**src/rtl/bcom_conf_host_fsm.sv**
```systemverilog
// ---------------------------------------------------------------------------
// bcom_conf_host_fsm
//
// Host-side initiator for the RS232 configuration protocol. A write request
// sends CMD_WR followed by NBYTES payload bytes (MSB byte first). A read
// request sends CMD_RD and then collects NBYTES reply bytes (MSB byte first)
// from the receiver. Each transmitted byte is handed to the UART with a
// one-cycle strobe. The FSM waits for the transmitter busy flag to rise and
// then to fall again. If the busy flag never rises, or a reply byte is late,
// the transaction aborts with a timeout pulse.
//
// Ports:
//   clk            system clock, rising edge
//   ic_rst         synchronous reset, active-high
//   ic_start_wr    one-cycle write request (wins over ic_start_rd)
//   ic_start_rd    one-cycle read request
//   id_conf_wdata  write payload, sampled when a write is accepted
//   ic_txbusy      RS232 transmitter busy
//   ic_rxrdy       RS232 receiver byte-valid pulse
//   id_rxdw        RS232 received byte
//   oc_txena       one-cycle transmit strobe
//   od_txdw        byte to transmit, held until the transmitter is done
//   od_conf_rdata  read payload, updated only by a successful read
//   oc_done_wr     one-cycle write-complete pulse
//   oc_done_rd     one-cycle read-complete pulse (od_conf_rdata valid)
//   oc_busy        high whenever the FSM is not idle
//   oc_timeout     one-cycle abort pulse
//   od_sleds       current state code for status LEDs
// ---------------------------------------------------------------------------
module bcom_conf_host_fsm #(
   parameter int         NBYTES        = 4,
   parameter logic [7:0] CMD_WR        = 8'hB1,
   parameter logic [7:0] CMD_RD        = 8'hB2,
   parameter int         TIMEOUT_CYC   = 1000000,
   parameter int         BUSY_WAIT_CYC = 16
) (
   input  logic                  clk,
   input  logic                  ic_rst,
   input  logic                  ic_start_wr,
   input  logic                  ic_start_rd,
   input  logic [8*NBYTES-1:0]   id_conf_wdata,
   input  logic                  ic_txbusy,
   input  logic                  ic_rxrdy,
   input  logic [7:0]            id_rxdw,
   output logic                  oc_txena,
   output logic [7:0]            od_txdw,
   output logic [8*NBYTES-1:0]   od_conf_rdata,
   output logic                  oc_done_wr,
   output logic                  oc_done_rd,
   output logic                  oc_busy,
   output logic                  oc_timeout,
   output logic [2:0]            od_sleds
);

   localparam int DW = 8 * NBYTES;
   localparam int IW = $clog2(NBYTES + 1);
   localparam int TW = $clog2(TIMEOUT_CYC + 1);
   localparam int BW = $clog2(BUSY_WAIT_CYC + 1);

   // Index of the last data byte (index 0 is the command byte).
   localparam logic [IW-1:0] LAST_IDX = IW'(NBYTES);
   // Reply count value at which the byte being received is the last one.
   localparam logic [IW-1:0] LAST_RX  = IW'(NBYTES - 1);
   // Counter values seen on the final allowed waiting cycle.
   localparam logic [TW-1:0] TO_LAST  = TW'(TIMEOUT_CYC - 1);
   localparam logic [BW-1:0] BW_LAST  = BW'(BUSY_WAIT_CYC - 1);

   // Encodings double as the LED codes.
   typedef enum logic [2:0] {
      S_IDLE    = 3'b000,
      S_LOAD    = 3'b001,
      S_TX_STB  = 3'b010,
      S_TX_WH   = 3'b011,
      S_TX_WL   = 3'b100,
      S_RX_WAIT = 3'b101,
      S_DONE    = 3'b110,
      S_ERR     = 3'b111
   } state_t;

   typedef enum logic {
      M_WR = 1'b0,
      M_RD = 1'b1
   } mode_t;

   state_t          state_r;
   state_t          state_nx_s;
   mode_t           mode_r;
   logic [IW-1:0]   idx_r;
   logic [IW-1:0]   rx_cnt_r;
   logic [TW-1:0]   to_cnt_r;
   logic [BW-1:0]   bw_cnt_r;
   logic [DW-1:0]   shadow_r;
   logic [DW-1:0]   rx_sh_r;
   logic [DW-1:0]   rx_next_s;
   logic [7:0]      tx_byte_s;

   logic            oc_txena_r;
   logic [7:0]      od_txdw_r;
   logic [DW-1:0]   od_conf_rdata_r;
   logic            oc_done_wr_r;
   logic            oc_done_rd_r;
   logic            oc_busy_r;
   logic            oc_timeout_r;
   logic [2:0]      od_sleds_r;

   assign oc_txena      = oc_txena_r;
   assign od_txdw       = od_txdw_r;
   assign od_conf_rdata = od_conf_rdata_r;
   assign oc_done_wr    = oc_done_wr_r;
   assign oc_done_rd    = oc_done_rd_r;
   assign oc_busy       = oc_busy_r;
   assign oc_timeout    = oc_timeout_r;
   assign od_sleds      = od_sleds_r;

   // Byte to load next: command first, then the top of the shifting shadow.
   always_comb begin
      tx_byte_s = 8'h00;
      if (idx_r == '0) begin
         if (mode_r == M_WR) begin
            tx_byte_s = CMD_WR;
         end else begin
            tx_byte_s = CMD_RD;
         end
      end else begin
         tx_byte_s = shadow_r[DW-1 -: 8];
      end
   end

   // Receive shift register with the incoming byte appended at the bottom.
   always_comb begin
      rx_next_s = DW'({rx_sh_r, id_rxdw});
   end

   // Next-state decode.
   always_comb begin
      state_nx_s = state_r;
      case (state_r)
         S_IDLE: begin
            if (ic_start_wr || ic_start_rd) begin
               state_nx_s = S_LOAD;
            end else begin
               state_nx_s = S_IDLE;
            end
         end
         S_LOAD: begin
            if (ic_txbusy) begin
               state_nx_s = S_LOAD;
            end else begin
               state_nx_s = S_TX_STB;
            end
         end
         S_TX_STB: begin
            state_nx_s = S_TX_WH;
         end
         S_TX_WH: begin
            // TX_WH may last at most BUSY_WAIT_CYC cycles.
            if (ic_txbusy) begin
               state_nx_s = S_TX_WL;
            end else if (bw_cnt_r == BW_LAST) begin
               state_nx_s = S_ERR;
            end else begin
               state_nx_s = S_TX_WH;
            end
         end
         S_TX_WL: begin
            if (ic_txbusy) begin
               state_nx_s = S_TX_WL;
            end else if (mode_r == M_RD) begin
               state_nx_s = S_RX_WAIT;
            end else if (idx_r == LAST_IDX) begin
               state_nx_s = S_DONE;
            end else begin
               state_nx_s = S_LOAD;
            end
         end
         S_RX_WAIT: begin
            // A reply byte may be at most TIMEOUT_CYC cycles late.
            if (ic_rxrdy) begin
               if (rx_cnt_r == LAST_RX) begin
                  state_nx_s = S_DONE;
               end else begin
                  state_nx_s = S_RX_WAIT;
               end
            end else if (to_cnt_r == TO_LAST) begin
               state_nx_s = S_ERR;
            end else begin
               state_nx_s = S_RX_WAIT;
            end
         end
         S_DONE: begin
            state_nx_s = S_IDLE;
         end
         S_ERR: begin
            state_nx_s = S_IDLE;
         end
         default: begin
            state_nx_s = S_IDLE;
         end
      endcase
   end

   // State register.
   always_ff @(posedge clk) begin
      if (ic_rst) begin
         state_r <= S_IDLE;
      end else begin
         state_r <= state_nx_s;
      end
   end

   // Datapath: shadow payload, indices, wait counters and receive capture.
   always_ff @(posedge clk) begin
      if (ic_rst) begin
         mode_r          <= M_WR;
         idx_r           <= '0;
         rx_cnt_r        <= '0;
         to_cnt_r        <= '0;
         bw_cnt_r        <= '0;
         shadow_r        <= '0;
         rx_sh_r         <= '0;
         od_txdw_r       <= 8'h00;
         od_conf_rdata_r <= '0;
      end else begin
         case (state_r)
            S_IDLE: begin
               if (ic_start_wr) begin
                  shadow_r <= id_conf_wdata;
                  mode_r   <= M_WR;
                  idx_r    <= '0;
               end else if (ic_start_rd) begin
                  mode_r   <= M_RD;
                  idx_r    <= '0;
               end
            end
            S_LOAD: begin
               od_txdw_r <= tx_byte_s;
            end
            S_TX_STB: begin
               bw_cnt_r <= '0;
            end
            S_TX_WH: begin
               bw_cnt_r <= bw_cnt_r + BW'(1'b1);
            end
            S_TX_WL: begin
               if (!ic_txbusy) begin
                  if (mode_r == M_RD) begin
                     rx_cnt_r <= '0;
                     to_cnt_r <= '0;
                     rx_sh_r  <= '0;
                  end else if (idx_r != LAST_IDX) begin
                     idx_r <= idx_r + IW'(1'b1);
                     // The command byte does not consume payload; every
                     // data byte sent moves the next one to the top.
                     if (idx_r != '0) begin
                        shadow_r <= shadow_r << 4'd8;
                     end
                  end
               end
            end
            S_RX_WAIT: begin
               if (ic_rxrdy) begin
                  rx_sh_r  <= rx_next_s;
                  rx_cnt_r <= rx_cnt_r + IW'(1'b1);
                  to_cnt_r <= '0;
                  if (rx_cnt_r == LAST_RX) begin
                     od_conf_rdata_r <= rx_next_s;
                  end
               end else begin
                  to_cnt_r <= to_cnt_r + TW'(1'b1);
               end
            end
            S_ERR: begin
               rx_sh_r  <= '0;
               rx_cnt_r <= '0;
            end
            default: begin
            end
         endcase
      end
   end

   // Status and strobe outputs, registered from the next state so that
   // each one is high exactly while the FSM sits in the matching state.
   always_ff @(posedge clk) begin
      if (ic_rst) begin
         oc_txena_r   <= 1'b0;
         oc_done_wr_r <= 1'b0;
         oc_done_rd_r <= 1'b0;
         oc_busy_r    <= 1'b0;
         oc_timeout_r <= 1'b0;
         od_sleds_r   <= 3'b000;
      end else begin
         oc_txena_r   <= (state_nx_s == S_TX_STB);
         oc_done_wr_r <= (state_nx_s == S_DONE) && (mode_r == M_WR);
         oc_done_rd_r <= (state_nx_s == S_DONE) && (mode_r == M_RD);
         oc_busy_r    <= (state_nx_s != S_IDLE);
         oc_timeout_r <= (state_nx_s == S_ERR);
         od_sleds_r   <= state_nx_s;
      end
   end

endmodule

```
**config.mk**
```make
export PLATFORM = sky130hd
export DESIGN_NAME = bcom_conf_host_fsm
export DESIGN_NICKNAME = d
export VERILOG_FILES = /design/src/rtl/bcom_conf_host_fsm.sv
export SDC_FILE = /design/constraint.sdc
export NUM_CORES = 1
export LEC_CHECK = 0
export BUFFER_PORTS_ARGS = -buffer_cell sky130_fd_sc_hd__buf_2
export CAP_MARGIN = 0
export CORE_UTILIZATION = 60
export CTS_CLUSTER_DIAMETER = 200
export DETAILED_ROUTE_END_ITERATION = 10
export GPL_TIMING_DRIVEN = 0
export PLACE_DENSITY_LB_ADDON = 0.05
export SYNTH_ARGS = -nofsm -noshare
export SYNTH_HDL_FRONTEND = slang
export SYNTH_SLANG_ARGS = --single-unit
export TNS_END_PERCENT = 100
```
**constraint.sdc**
```tcl
create_clock -name clk -period 5.6 [get_ports clk]
set_input_delay 0.84 -clock clk [delete_from_list [all_inputs] [get_ports clk]]
set_output_delay 0.84 -clock clk [all_outputs]
set_load 0.1 [all_outputs]
```
==> results of run 1 <==
-- cell usage in the layout (no fill, tap or decap), types with 8 or more instances in the layout --
| cell | netlist | layout |
|---|---|---|
| nand2_1 | 139 | 139 |
| dfxtp_1 | 136 | 136 |
| buf_2 | 17 | 108 |
| a21oi_1 | 80 | 80 |
| nor2_1 | 69 | 69 |
| nand3_1 | 68 | 68 |
| clkbuf_1 | 26 | 27 |
| a311oi_1 | 25 | 25 |
| nor3_1 | 21 | 21 |
| clkbuf_16 | 0 | 16 |
| xnor2_1 | 12 | 12 |
| inv_1 | 9 | 9 |
| o21ai_0 | 8 | 8 |
-- per-stage QoR --
stage,hold slack [ns],util (%)
2_1_floorplan,0.432,-
3_3_place_gp,0.439,68.4
3_5_place_dp,0.444,68.4
4_1_cts,0.454,74.7
5_1_grt,0.467,74.7
6_report,0.451,74.7
-- cell usage after synthesis (2+ instances only) --
library cell and n:
nor2_1 69, a211oi_1 2, or3_1 3, a311oi_1 25
clkbuf_1 26, nor3_1 21, and3b_1 2, dfxtp_1 136
buf_4 7, buf_2 17, ha_1 7, nor4_1 5
nand2_1 139, a211o_1 2, nand2b_1 5, o21a_1 4
a21o_1 2, nand3_1 68, xnor2_1 12, xor2_1 5
and3_1 3, a21oi_1 80, nor3b_1 2, inv_1 9
nand4_1 4, nor3_2 2, and4_1 2, o21ai_0 8
nor2b_1 5
-- how the worst max path moves through the flow --
stage	slack, ns	start	to
2_1_floorplan	3.31	od_sleds[2]	oc_busy
3_3_place_gp	3.33	ic_rst	mode_r
3_5_place_dp	3.30	ic_rst	mode_r
4_1_cts	3.24	od_sleds[2]	od_sleds[2]
5_1_grt	3.21	od_sleds[2]	od_sleds[2]
6_report	3.27	od_sleds[2]	od_sleds[2]
-- sequential cells by signal, summed over array words and instances, names as in the netlist --
name and flops:
od_txdw 8, oc_busy 1, oc_timeout 1, oc_done_wr 1, od_sleds 3, rx_sh_r 24, idx_r 3, to_cnt_r 20
bw_cnt_r 5, mode_r 1, od_conf_rdata 32, rx_cnt_r 3, shadow_r 32, oc_txena 1, oc_done_rd 1
-- power breakdown --
part	internal (mW)	leakage (nW)	switching, mW
logic	0.0637	1.30	0.147
registers	0.997	1.10	0.0178
clock network	0.686	0.280	0.412
-- layout make-up --
cell class	count	share of cell area (%)
Timing Repair Buffer	91	6.59
Buffer	52	3.62
Inverter	9	0.489
Multi-Input combinational cell	500	39.1
Sequential cell	136	39.4
Clock inverter	11	2.17
Clock buffer	19	6.25
Tap cell	129	2.34
-- logic make-up after synthesis --
logic type	count (synthesis)	share of synthesized area, %
and+or+nand+nor	341	27.5
DFF	136	47.7
AOI/OAI and AO/OA	134	15.5
buffers and inverters	61	4.98
xor gates and xnor gates	17	2.61
adders and majority gates	7	1.53
muxes	1	0.197
-- routing by layer --
layer | vias up | wire length, um | share of wire (%)
met5 | - | 0 | 0
met4 | 0 | 250 | 1.8
met3 | 25 | 775 | 5.7
met2 | 170 | 6510 | 48
met1 | 2448 | 6160 | 45
li1 | 2620 | - | -
==> summary.md, run 1 <==
| Metric | Value |
|---|---|
| Status | finished, final reports clean |
| CP arrival | 1.49 ns |
| Area of placed instances | 0.00632 mm2 |
| Pre-antenna DRT Iters | 6 |
| Synthesized area per cell | 8.19 um2 |
| FF-to-FF End | od_conf_rdata[1] |
| Reg2reg setup slack | about 3.6 ns |
| Layout cells sized above 1 | 19.7% |
| Met1 Use GR | 38.0% |
| CTS resizes | 0 |
| Max Clk Rate | 428 MHz |
| Die width | 99.5 um |
| WHS Path Cells | 2 |
| Initial cell density of the core | 61.8% |
| PD cells | between 300 and 400 mW/mm2 |
| Clk_skew | between 0.009 and 0.01 ns |
| Clk buf depth | 2 |
| Initial antenna violation count | 0 |
| Final Hold Vio Count | 0 |
| Die area | 0.00991 mm2 |
| Inserted Diodes | 0 |
| DRT Wirelength | 13.7 mm |
| Number of flops mapped to enable cells by yosys | 0 |
| Core area | 0.00924 mm2 |
| Max-slew headroom | 59.5% |
| TritonCTS Buffers | 17 |
| Synth warnings | 0 |
| Synthesized cell area | approximately 0.0057 mm2 |
| Fillers | 693 |
| DP HPWL | 9.61 mm |
| Main synth FF type | dfxtp_1 |
| Max_cap viols | 0 |
| Mean number of vias per cell | 5.56 |
| I/O Pins | 94 |
| Slew @ Worst Pin | 0.607 ns |
| Critical Path Max Stage Delay | between 0.4 and 0.5 ns |
| Area Overhead vs Synth | 21.0% |
| Final instance area | 0.00691 mm2 |
| Insertion delay to the later sink of the worst-skew pair | 0.53 ns |
| RR Startpoint | od_sleds[2] |
| Setup WS pre-CTS | 3.30 ns |
| Synth unique cells | 54 |
| Endpoints failing setup | 0 |
| Final TNS setup | 0 ns |
| CP Launch Type | register |
| DRC Markers | 0 |
| Post-Layout Cell Count | roughly 950 |
| Placement row count | 35 |
| Total Power | approximately 2.3 mW |
| FFs w/ async S/R, synth | 0% |
| Setup bufs post-CTS | 0 |
| Area contributors post-synth | dfxtp_1, nand2_1, a21oi_1 |
| Post-Syn Nets | 750 |
| Clk sinks | 136 |
| Vias | 5,263 |
| Routed len/inst | 14.5 um |
| RSZ-0062 raised after global routing | false |
| Hold Crit Class | reg2reg |
| Iteration-0 DRC Markers | 295 |
| Nets@finish | 860 |
| Post-synth top area share | 47.7% |
| Slowest cell on the critical path | buf_2 |
| Placed cell count | just over 900 |
| H-tree levels | 4 |
| Sequential cell area | 0.00272 mm2 |
| Peak supply drop | approximately 0.27 mV |
| Worst path required time | 4.76 ns |
| Cells along the critical path | buf_2 |
| Max Slew Vio Count | 0 |
| Area leader, netlist | dfxtp_1 |
| CTS tree | done |
| Worst r2r path cells | 7 |
| WHS Endpoint | od_conf_rdata[20] |
| Synthesized flop and latch total | about 140 |
| CP bufs+invs | 1 |
| Crit-path max FO | 7 |
| Post-synthesis sequential area ratio | 47.7% |
| Die Span Y | 99.5 um |
| Fin crit period | 2.33 ns |
| Met2 global-route usage | 47.6% |
| Number of global-route vias before repair | around 5,000 |
| Worst hold start | od_conf_rdata[20] |
| Antenna viol nets, final | 0 |
| Tcrit/Tclk final | 41.7% |
| Met3 GRT Util | 7.52% |
| Total GRT Usage | 29.4% |
| CTS Hold Bufs | 0 |
| I/O Buffers | between 90 and 100 |
| CTS root buf | clkbuf_8 |
| Footprint of the multi-input gates | 0.00270 mm2 |
| Final Wtd Congestion | 0.874 |
| First-pass GRT wire length | 22.9 mm |
| Leak | 2.68 nW |
| Clock transition at path regs | 0.06 ns |
| Setup WS post-layout | between 3 and 4 ns |
| Grt total ovfl | 0 |
| Largest delay share family, worst path | buffers and inverters |
| Setup crit end kind | output pin |
| Crit Path Category | reg2out |
| Largest net degree at the start of global routing | 17 |
| Crit path depth | 1 |
| GRT Max-Usage Layer | met2 |
| Mapped Cells | approximately 700 |
Power figures use the tool's default switching activity.
==> run 2, diff against run 1 <==
CORE_UTILIZATION = 51   (was 60)
clock period = 1.9 ns   (was 5.6 ns; I/O delays follow)
==> summary.md, run 2 (same netlist as run 1, synthesis figures left out) <==
| Metric | Value |
|---|---|
| Worst hold start | id_rxdw[1] (was od_conf_rdata[20]) |
| Grt total ovfl | 0 (unchanged) |
| DRC Markers | 0 (unchanged) |
| Placed cell count | 928 (was 917) |
| Max Slew Vio Count | 0 (unchanged) |
| Most frequent cells in the layout | nand2_1, dfxtp_1, buf_2 (unchanged) |
| Clock share of power | 48.5% (was 47.2%) |
| CTS tree | done (unchanged) |
| Worst path required time | 2.33 ns (was 4.76 ns) |
| Post-Layout Cell Count | 970 (was 947) |
| Crit-path max FO | 10 (was 7) |
| Fillers | 957 (was 693) |
| Placement row count | 38 (was 35) |
| Number of global-route vias before repair | 4,854 (was 4,985) |
| Die width | 108 um (was 99.5 um) |
| Clk buf depth | 2 (unchanged) |
| Final TNS setup | 0 ns (unchanged) |
| Area of placed instances | 0.00635 mm2 (was 0.00632 mm2) |
| Final Hold Vio Count | 0 (unchanged) |
| Insertion delay to the later sink of the worst-skew pair | 0.53 ns (about the same) |
| Switching Share | 23.4% (was 24.8%) |
| Inserted Diodes | 0 (unchanged) |
| Most common cell after layout, fill and taps aside | nand2_1 (unchanged) |
| Clk_skew | 0.00606 ns (was 0.00910 ns) |
| RR Startpoint | idx_r[0] (was od_sleds[2]) |
| Pre-antenna DRT Iters | 5 (was 6) |
| Sequential cell area | 0.00273 mm2 (was 0.00272 mm2) |
| H-tree levels | 4 (unchanged) |
| Leak | 2.78 nW (was 2.68 nW) |
| Die Span Y | 108 um (was 99.5 um) |
| Clock transition at path regs | 0.06 ns (about the same) |
| Tcrit/Tclk final | around 95% |
| Beginning of the critical path | idx_r[0] (was od_sleds[2]) |
| NetSw | 1.67 mW (was 0.577 mW) |
| Largest net degree at the start of global routing | 17 (unchanged) |
| Vias | 5,277 (was 5,263) |
| Combinational power share | 9.6% (was 9.1%) |
| Die area | 0.0116 mm2 (was 0.00991 mm2) |
| Endpoints failing setup | 0 (unchanged) |
| TritonCTS Buffers | 17 (unchanged) |
| Final Wtd Congestion | 0.856 (was 0.874) |
| Max Clk Rate | between 500 and 600 MHz |
| Initial antenna violation count | 0 (unchanged) |
| Nets@finish | 870 (was 860) |
| PD cells | 994 mW/mm2 (was 336 mW/mm2) |
| Iteration-0 DRC Markers | 283 (was 295) |
| Slew @ Worst Pin | 0.589 ns (was 0.607 ns) |
| Footprint of the multi-input gates | 0.00278 mm2 (was 0.00270 mm2) |
| Hold Crit Class | in2reg (was reg2reg) |
| Layout cells sized above 1 | 22.0% (was 19.7%) |
| Max_cap viols | 0 (unchanged) |
| Internal Power | 5.47 mW (was 1.75 mW) |
| Peak supply drop | 0.759 mV (was 0.270 mV) |
| Total GRT Usage | 25.5% (was 29.4%) |
| Fin crit period | 1.80 ns |
| First-pass GRT wire length | 22.8 mm (was 22.9 mm) |
| DP HPWL | 10.0 mm (was 9.61 mm) |
| Crit Path Category | reg2reg (was reg2out) |
| I/O Buffers | 91 (unchanged) |
| I/O Pins | 94 (unchanged) |
| CP Launch Type | register (unchanged) |
| CTS root buf | clkbuf_8 (unchanged) |
| Total Power | 7.14 mW (was 2.32 mW) |
| Final instance area | 0.00719 mm2 (was 0.00691 mm2) |
| CP arrival | 2.23 ns (was 1.49 ns) |
| Status | finished, final reports clean (unchanged) |
| Area Overhead vs Synth | 25.9% (was 21.0%) |
| Mean number of vias per cell | 5.44 (was 5.56) |
| Initial cell density of the core | 52.4% (was 61.8%) |
| Clk sinks | 136 (unchanged) |
| DRT Wirelength | 14.2 mm (was 13.7 mm) |
| Setup crit end kind | register (was output pin) |
| Antenna viol nets, final | 0 (unchanged) |
| Routed len/inst | 14.7 um (was 14.5 um) |
| Part of the power in registers | 41.9% (was 43.7%) |
| Core area | 0.0109 mm2 (was 0.00924 mm2) |
| Max-slew headroom | 60.7% (was 59.5%) |
run 2: changes by cell type in the layout (fill, tap and decap cells not counted), sizes merged:
cell         delta
clkbuf         +11
dlygate4sd3     +8
buf             -3
clkinv          -3
clkinvlp        -2
bufinv          +1
run 2: what timing repair did:
action,CTS,global route
endpoints found under the hold margin,8,0
setup endpoints to repair,6,92
gates resized for setup,3,28
gates cloned,0,0
pin swaps,1,7
hold buffers,8,0
setup buffers,0,2
run 2: routing by layer:
layer,part of all wire (%),GRT usage [%]
met4,1.6,9.10
met2,48,42.0
met3,4.8,7.14
met5,0,0
met1,46,31.6
run 2: worst paths after layout:
path,to,slack (ns),cells after the start
worst max register to register,shadow_r[21],0.1,8
worst max-delay path,shadow_r[21],0.1,8
worst min-delay path,od_conf_rdata[1],0.02,3
worst min register to register,od_conf_rdata[25],0.45,2
run 2: critical path, stage by stage (launching register included):
cell	delay, ns
dfxtp_2	0.33
inv_1	0.09
ha_4	0.17
nor3_1	0.04
mux2_2	0.28
and2_1	0.19
buf_6	0.15
clkbuf_4	0.20
a311oi_1	0.25
run 2: stage by stage:
step                      worst slack [ns]  util, %  hold slack [ns]
after floorplan                     0.0108        -            0.382
after global placement             -0.0192     58.3            0.439
after detailed placement           -0.0500     58.3            0.444
after CTS                          0.00397     64.9         0.000914
after global routing               -0.0220     66.0          0.00333
final                               0.0991     66.0           0.0193
run 2: power groups by stage:
stage	Combinational [mW]	Clock (mW)	Sequential (mW)
final	0.683	3.47	2.99
after global routing	0.743	3.64	3.00
after CTS	0.644	3.52	2.99
after detailed placement	0.622	0	3.05
after global placement	0.610	0	3.05
after floorplan	0.326	0	3.18
run 2: final cells by class:
class                           instances  area share [%]
Multi-Input combinational cell        500            38.7
Sequential cell                       136            38.0
Timing Repair Buffer                  101            7.66
Clock buffer                           25            6.88
Buffer                                 52            3.88
Tap cell                              140            2.44
Clock inverter                          7            1.90
Inverter                                9           0.470
